## src/rtl/mips_pkg.sv

```systemverilog
// Shared MIPS core definitions: fetch FSM states, reset PC, opcodes and
// instruction field positions used by the fetch unit and its PC logic.
package mips_pkg;

  typedef enum logic [1:0] {
    FETCH_ISSUE = 2'd0,
    FETCH_WAIT  = 2'd1,
    EXEC        = 2'd2,
    HALT        = 2'd3
  } fetch_state_t;

  localparam logic [31:0] DEFAULT_RESET_PC = 32'h0000_0000;

  localparam int OP_MSB      = 31;
  localparam int OP_LSB      = 26;
  localparam int FUNCT_MSB   = 5;
  localparam int FUNCT_LSB   = 0;
  localparam int IMM_MSB     = 15;
  localparam int IMM_LSB     = 0;
  localparam int JTARGET_MSB = 25;
  localparam int JTARGET_LSB = 0;

  localparam logic [5:0] OP_RTYPE = 6'h00;
  localparam logic [5:0] OP_J     = 6'h02;
  localparam logic [5:0] OP_BEQ   = 6'h04;
  localparam logic [5:0] OP_ADDI  = 6'h08;
  localparam logic [5:0] OP_LW    = 6'h23;
  localparam logic [5:0] OP_SW    = 6'h2B;

  // Sign-extended 16-bit immediate, already scaled to a byte offset.
  function automatic logic [31:0] branch_offset(input logic [31:0] instr);
    return {{14{instr[IMM_MSB]}}, instr[IMM_MSB:IMM_LSB], 2'b00};
  endfunction

endpackage

```

## src/rtl/next_pc_logic.sv

```systemverilog
// Next-PC target computation and priority select (Jump > taken Branch > PC+4).
// Purely combinational so a pipelined fetch can reuse it unchanged.
module next_pc_logic
  import mips_pkg::*;
(
  input  logic [31:0] pc_plus4,
  input  logic [31:0] instr,
  input  logic        branch,
  input  logic        zero,
  input  logic        jump,
  output logic [31:0] next_pc
);

  logic [31:0] w_jump_target;
  logic [31:0] w_branch_target;
  logic        w_unused;

  assign w_jump_target   = {pc_plus4[31:28], instr[JTARGET_MSB:JTARGET_LSB], 2'b00};
  assign w_branch_target = pc_plus4 + branch_offset(instr);
  assign w_unused        = ^instr[OP_MSB:OP_LSB];

  always_comb begin
    next_pc = pc_plus4;
    if (jump) begin
      next_pc = w_jump_target;
    end else if (branch && zero) begin
      next_pc = w_branch_target;
    end
  end

endmodule

```

## src/rtl/instr_fetch_unit.sv

```systemverilog
// Instruction fetch unit: owns the PC, fetches over a req/ack handshake, holds
// each instruction for one execute window and counts retired instructions.
module instr_fetch_unit
  import mips_pkg::*;
#(
  parameter logic [31:0] RESET_PC    = DEFAULT_RESET_PC,
  parameter int unsigned TIMEOUT_CYC = 255,
  parameter int unsigned CNT_W       = 32
) (
  input  logic             clk,
  input  logic             rst_n,
  output logic             imem_req,
  output logic [31:0]      imem_addr,
  input  logic [31:0]      imem_rdata,
  input  logic             imem_ack,
  output logic [31:0]      Instr,
  output logic [31:0]      PC,
  output logic [31:0]      PCPlus4,
  output logic             instr_valid,
  input  logic             stall,
  input  logic             Branch,
  input  logic             Zero,
  input  logic             Jump,
  output logic             fetch_err,
  output logic [CNT_W-1:0] retired
);

  localparam logic [9:0] TIMEOUT_LIM = 10'(TIMEOUT_CYC);

  fetch_state_t     r_state;
  fetch_state_t     w_state_next;
  logic             r_run;
  logic [31:0]      r_pc;
  logic [31:0]      r_instr;
  logic [9:0]       r_timer;
  logic             r_fetch_err;
  logic [CNT_W-1:0] r_retired;

  logic [31:0]      w_pc_plus4;
  logic [31:0]      w_next_pc;
  logic [9:0]       w_timer_next;
  logic             w_fetching;
  logic             w_ack_take;
  logic             w_commit;
  logic             w_timeout;

  // r_run stays low for the first edge after reset release, so the request
  // only rises once reset is synchronously released and any ack left over
  // from before the reset is ignored.
  assign w_fetching   = r_run && ((r_state == FETCH_ISSUE) || (r_state == FETCH_WAIT));
  assign w_ack_take   = w_fetching && imem_ack;
  assign w_commit     = (r_state == EXEC) && !stall;
  assign w_timer_next = (r_state == FETCH_WAIT) ? (r_timer + 10'd1) : 10'd0;
  assign w_timeout    = r_run && (r_state == FETCH_WAIT) && !imem_ack &&
                        (w_timer_next == TIMEOUT_LIM);
  assign w_pc_plus4   = r_pc + 32'd4;

  next_pc_logic u_next_pc (
    .pc_plus4 (w_pc_plus4),
    .instr    (r_instr),
    .branch   (Branch),
    .zero     (Zero),
    .jump     (Jump),
    .next_pc  (w_next_pc)
  );

  always_comb begin
    w_state_next = r_state;
    unique case (r_state)
      FETCH_ISSUE: begin
        if (r_run) begin
          w_state_next = imem_ack ? EXEC : FETCH_WAIT;
        end
      end
      FETCH_WAIT: begin
        if (imem_ack) begin
          w_state_next = EXEC;
        end else if (w_timeout) begin
          w_state_next = HALT;
        end
      end
      EXEC: begin
        if (!stall) begin
          w_state_next = FETCH_ISSUE;
        end
      end
      HALT:    w_state_next = HALT;
      default: w_state_next = FETCH_ISSUE;
    endcase
  end

  always_ff @(posedge clk or negedge rst_n) begin
    if (!rst_n) begin
      r_state     <= FETCH_ISSUE;
      r_run       <= 1'b0;
      r_pc        <= RESET_PC;
      r_instr     <= 32'h0000_0000;
      r_timer     <= 10'd0;
      r_fetch_err <= 1'b0;
      r_retired   <= '0;
    end else begin
      r_run   <= 1'b1;
      r_state <= w_state_next;
      r_timer <= w_timer_next;
      if (w_ack_take) begin
        r_instr <= imem_rdata;
      end
      if (w_timeout) begin
        r_fetch_err <= 1'b1;
      end
      if (w_commit) begin
        r_pc      <= w_next_pc;
        r_retired <= r_retired + 1'b1;
      end
    end
  end

  assign imem_req    = w_fetching;
  assign imem_addr   = r_pc;
  assign Instr       = r_instr;
  assign PC          = r_pc;
  assign PCPlus4     = w_pc_plus4;
  assign instr_valid = (r_state == EXEC);
  assign fetch_err   = r_fetch_err;
  assign retired     = r_retired;

endmodule

```

## config.mk

```make
export PLATFORM = sky130hd
export DESIGN_NAME = instr_fetch_unit
export DESIGN_NICKNAME = d
export VERILOG_FILES = /design/src/rtl/mips_pkg.sv /design/src/rtl/next_pc_logic.sv /design/src/rtl/instr_fetch_unit.sv
export SDC_FILE = /design/constraint.sdc
export NUM_CORES = 1
export LEC_CHECK = 0
export CAP_MARGIN = 20
export CORE_ASPECT_RATIO = 1.5
export CORE_MARGIN = 4
export CORE_UTILIZATION = 40
export CTS_BUF_LIST = sky130_fd_sc_hd__clkbuf_4
export CTS_CLUSTER_DIAMETER = 50
export DETAILED_ROUTE_END_ITERATION = 8
export GPL_ROUTABILITY_DRIVEN = 0
export HOLD_SLACK_MARGIN = 0.08
export PLACE_DENSITY = 0.68
export SETUP_SLACK_MARGIN = 0.2
export SLEW_MARGIN = 20
export SYNTH_ARGS = -nofsm -noshare
export SYNTH_HDL_FRONTEND = slang
export SYNTH_HIERARCHICAL = 1
export SYNTH_SLANG_ARGS = --single-unit
```

## constraint.sdc

```tcl
create_clock -name clk -period 4.45 [get_ports clk]
set_clock_uncertainty 0.1 [all_clocks]
set_input_delay 0.89 -clock clk [delete_from_list [all_inputs] [get_ports clk]]
set_output_delay 0.89 -clock clk [all_outputs]
set_load 0.02 [all_outputs]
```

==> After elaboration in Yosys (flattened, before gate mapping) <==
Cells that the tools add are included.
{ "op_classes": {"n_eq_ne": 7, "mux": 9, "bitwise_logic": 0, "mul": 0, "div": 0, "shifts": 0, "n_lt_le_gt_ge": 0, "reduce_logical": 12, "addsub": 4} }
{ "ops": {"columns": ["operator", "count"], "rows": [
  ["32-bit 2-to-1 mux", 2],
  ["32-bit by 1-bit adder with 32-bit output, second input constant", 1],
  ["32-bit by 3-bit adder with 32-bit output, second input constant", 1],
  ["32-bit adder", 1],
  ["10-bit by 1-bit adder with 10-bit output, second input constant", 1],
  ["10-bit by 8-bit equality test with 1-bit output, second input constant", 1],
  ["10-bit 2-to-1 mux", 1],
  ["2-bit 2-to-1 mux", 5],
  ["2-bit one-hot mux with 4 select lines", 1],
  ["1-bit logical AND", 7],
  ["2-bit equality test, second input constant", 2],
  ["2-bit inequality test, second input constant", 2],
  ["3-bit inequality test, second input constant", 1],
  ["3-bit AND reduction", 1],
  ["2-bit by 1-bit equality test with 1-bit output, second input constant", 1],
  ["1-bit logical NOT", 2],
  ["2-bit logical NOT", 1],
  ["1-bit logical OR", 1]
]} }
{ "totals": {"out_inout_bits": 163, "in_bits": 39, "memories": 0, "rom_bits": 0, "word_cells": 39, "latchBits": 0, "register_bits": 110, "mem_bits_rw": 0} }

==> Longest topological paths before layout <==
{ "logic_depth": {"ltp_word": 7, "ltp_mapped": 17, "ltp_nobuf": 16} }

==> Cells and area by module <==
The synthesis kept the hierarchy.
{ "by_module_without_submodules": {"columns": ["module", "cells_each", "instances", "area_per_inst_um2"], "rows": [
  ["instr_fetch_unit", 511, 1, 5281.3],
  ["next_pc_logic", 327, 1, 2227.1]
]} }

==> Worst setup path after synthesis <==
No wires, ideal clock.
{ "synth_path": {"kind": "register to register", "start": "reg r_pc[9], in the netlist PC[9]", "end": "reg r_pc[25], in the netlist PC[25]", "arrival_ps": 3770, "stages_incl_launch_ff": 16, "n_path_buf": 0, "slack_ps": 463, "setup_ps": 117, "cell_sequence": "dfrtp_1 nand4_1 nor4_2 nand3_1 xnor2_1 ha_1 a21oi_1 inv_1 a221o_1 a21oi_2 o41ai_4 a41oi_2 xor2_1 o221ai_2 nand2_1 nand2_1"} }
{ "synth_via": {"elab_chain_cells": 4} }
{ "synth_lines": {"columns": ["item", "line_no", "rtl"], "rows": [
  ["start, declared", "instr_fetch_unit.sv:33", "logic [31:0] r_pc;"],
  ["start signal, assigned", "instr_fetch_unit.sv:112", "r_pc <= w_next_pc;"],
  ["32-bit by 3-bit adder with 32-bit output", "instr_fetch_unit.sv:56", "assign w_pc_plus4 = r_pc + 32'd4;"],
  ["net PCPlus4[18]", "instr_fetch_unit.sv:18", "output logic [31:0] PCPlus4,"],
  ["32-bit adder", "next_pc_logic.sv:19", "assign w_branch_target = pc_plus4 + branch_offset(instr);"],
  ["32-bit 2-to-1 mux", "next_pc_logic.sv:26", "end else if (branch && zero) begin"],
  ["32-bit 2-to-1 mux", "next_pc_logic.sv:24", "if (jump) begin"],
  ["net w_next_pc[25]", "instr_fetch_unit.sv:40", "logic [31:0] w_next_pc;"]
]} }
The timed path passes the listed nets, and every way through them passes these cells.
A chain may end at the register's enable or synchronous reset.

==> Worst setup path in the final report <==
{ "layout_path": {"start": "reg r_pc[8], in the netlist PC[8]", "end": "out PCPlus4[26]"} }
{ "layout_via": {"elab_chain_cells": 1} }
{ "layout_lines": {"columns": ["item", "line_no"], "rows": [
  ["32-bit by 3-bit adder with 32-bit output", "instr_fetch_unit.sv:56"],
  ["end, declared", "instr_fetch_unit.sv:18"]
]} }
Every way passes these cells.

==> impl_metrics.yaml <==
timing:
  grt_setup_unrepaired: "no"
  finalCritPeriodShare: 0.9153
  finalCriticalPeriod_ps: 4073
  worst_slew_pin_slew_ps: 893.1
  hold_violations: 0
  setup_viol: 0
  tns_ps: 0
  slew_headroom: 0.4025
  fmax_mhz: 245.5
  drv_slew: 0
detailed_routing:
  via_per_inst: 5.312
  vias: 6682
  routed_wl_um: 21890
  first_pass_iters: 5
  drcViolationCount: 0
  drtIter0Drc: 399
  wire_per_inst_um: 17.40
  ant_nets: 0
synth:
  synth_top_flop_cell: "dfrtp_1"
  syn_area_um2: 7508
  synthArstFlopShare: 1.000
  syn_nets: 910
  synth.largest_area_cell: "dfrtp_1"
  synth-seq-cells: 110
  synthAdderAreaFrac: 0.05599
  ys_seq_area_frac: 0.3666
  yosys.area_share.simple: 0.2113
  postSynthAreaPerCell_um2: 8.960
  synth_mux_area_frac: 0.06582
  synth-compound-area-share: 0.1293
  yosysUniqueCellTypes: 68
  synth_edf_count: 0
  yosysTopAreaCellShare: 0.3666
  synth_top_family_by_area: "simple AND/OR/NAND/NOR gates"
  ys_top_cells_by_area: "dfrtp_1, nand2_1, xnor2_1"
  synth_xor_area_frac: 0.1050
  yosys_warnings: 6
  syn_inst: 838
floorplan:
  pin_count: 202
  die_y_um: 175.8
  die-width_um: 119.9
  initial_core_util: 0.4065
  row_count: 61
  fp.dieArea_um2: 21070
  core_area_um2: 18470
global_routing:
  grt_max_degree: 67
  first_global_vias: 6762
  grt_pass1_wl_um: 34750
  grtUsageTotal: 0.2062
  gr-total-overflow: 0
  antenna_found_initial: 1
clocking:
  htreeDepth: 3
  cts_sinks: 110
  cts_buffers: 9
  worst_setup_hold_path_clk_slew_ps: 200
  cts_hold_buf: 0
  cts_tree: "done"
  cts_buffer_depth: 2
  clk_latency_ps: 500
  cts_root_buf: "clkbuf_4"
flow_run:
  drv_cap: 0
final_layout:
  syn_to_final_growth_pct: 29.61
  layout_commonest_cell: "clkdlybuf4s50_1"
  nets: 1072
  num-fill-cells: 1755
  final_cell_mix: "clkdlybuf4s50_1, nand2_1, dfrtp_1"
  drive_above_1_share: 0.1015
  fin_util: 0.5269
power:
  power_density_nw_per_um2: 182.8
  power_leakage_nw: 4.413
  peakVddDrop_mv: 0.1799
critical_path:
  cp_max_fo: 7
  arrival_ps: 3080
  critPathLaunchType: "register"
  cp_data_required_time_ps: 3460
  end_kind: "primary output"
  reg2reg_slack_ps: 490
  worst-setup-path-type: "reg -> out"
hold_path:
  hold_class: "in -> async"
place:
  io_buffers: 201
  post-dp-hpwl_um: 16500
run_status:
  status: "completed"
-- stage by stage --
stage | instance area [µm²] | hold slack, ps | setup WS (ps) | std cells | power [mW]
after CTS | 9668 | 355.7 | 224.5 | 1253 | 1.802
after floorplan | 7508 | 371.2 | 462.7 | 838 | 1.113
after global placement | 9500 | 361.7 | 365.3 | 1237 | 1.208
after detailed placement | 9500 | 372.2 | 310.2 | 1237 | 1.209
after global routing | 9732 | 391.4 | 227.3 | 1258 | 1.857
final | 9732 | 341.2 | 376.7 | 1258 | 1.779
-- state kept, by name (all words and copies together), names as in the netlist, named ones only --
signal     flops
Instr         32
PC            32
retired       32
r_timer       10
fetch_err      1
r_run          1
r_state        1
-- power by group --
part | leakage (nW) | internal [mW] | total [mW] | switching, mW
Sequential | 1.51 | 1.01 | 1.02 | 0.0103
Clock | 0.0886 | 0.190 | 0.590 | 0.400
Combinational | 2.81 | 0.0774 | 0.172 | 0.0947
Total | 4.41 | 1.27 | 1.78 | 0.505
-- Yosys cell counts (3+ instances only) --
cell and number:
o211ai_1 3, nor2b_1 4, mux2i_1 10, a21o_1 20, buf_2 4, xnor2_1 66, o21ai_2 4, dfrtp_1 110
buf_4 41, nor3_1 12, ha_1 32, nand2_1 168, o221ai_1 3, clkbuf_1 14, o21ai_1 5, buf_1 5
o21ba_2 3, inv_1 12, nand4_1 28, a21oi_1 40, a31oi_1 8, nand3_1 32, o21ai_0 35, nor4_1 3
and3_1 14, xor2_1 24, mux2_2 35, o21a_1 4, o21bai_1 4, nand4b_1 6, and4_1 5, nor2_1 40
-- kinds of logic after synthesis --
group / Yosys count
flip-flops: 110
AO/OA/AOI/OAI: 147
multiplexers: 45
other: 1
AND/OR/NAND/NOR: 332
XOR/XNOR: 90
adder cells (fa/ha/maj): 33
buffers and inverters: 80
-- area by class of cell --
class	instances	area, µm²	area share
Clock inverter	7	100.1	0.01029
Timing Repair Buffer	219	2140	0.2199
Clock buffer	9	67.56	0.006943
Sequential cell	110	2756	0.2832
Antenna cell	1	2.502	0.0002571
Inverter	12	45.04	0.004628
Tap cell	252	315.3	0.03240
Multi-Input combinational cell	648	4305	0.4424
-- per-layer routing --
metal,part of all wire,GRT usage,wire length (µm),up-vias
met5,0,0,0,-
met4,0.025,0.07119,547,0
met3,0.063,0.04253,1388,46
met2,0.53,0.3863,11560,244
met1,0.38,0.2293,8389,3172
li1,-,-,-,3220
-- critical path, cell delays in order, from the launching register on --
cell,delay (ps)
dfrtp_1,550
nand3_1,320
nor3_1,440
nand4_1,160
xnor2_1,410
clkdlybuf4s50_1,700
-- what timing repair did --
| action | in CTS | in global routing |
|---|---|---|
| gates resized for setup | 0 | 7 |
| hold endpoints to repair | 0 | 0 |
| endpoints found under the setup margin | 0 | 19 |
| buffers inserted | 0 | 4 |
-- final timing paths --
path,depth (start not counted),from,end
max in group asynchronous,2,rst_n,PC[16]
worst min-delay path,1,rst_n,Instr[31]
worst min register to register,1,retired[31],retired[31]
worst max-delay path,5,PC[8],PCPlus4[26]
min in group clk,1,retired[31],retired[31]
worst max register to register,17,PC[2],PC[27]
Power figures use the tool's default switching activity.
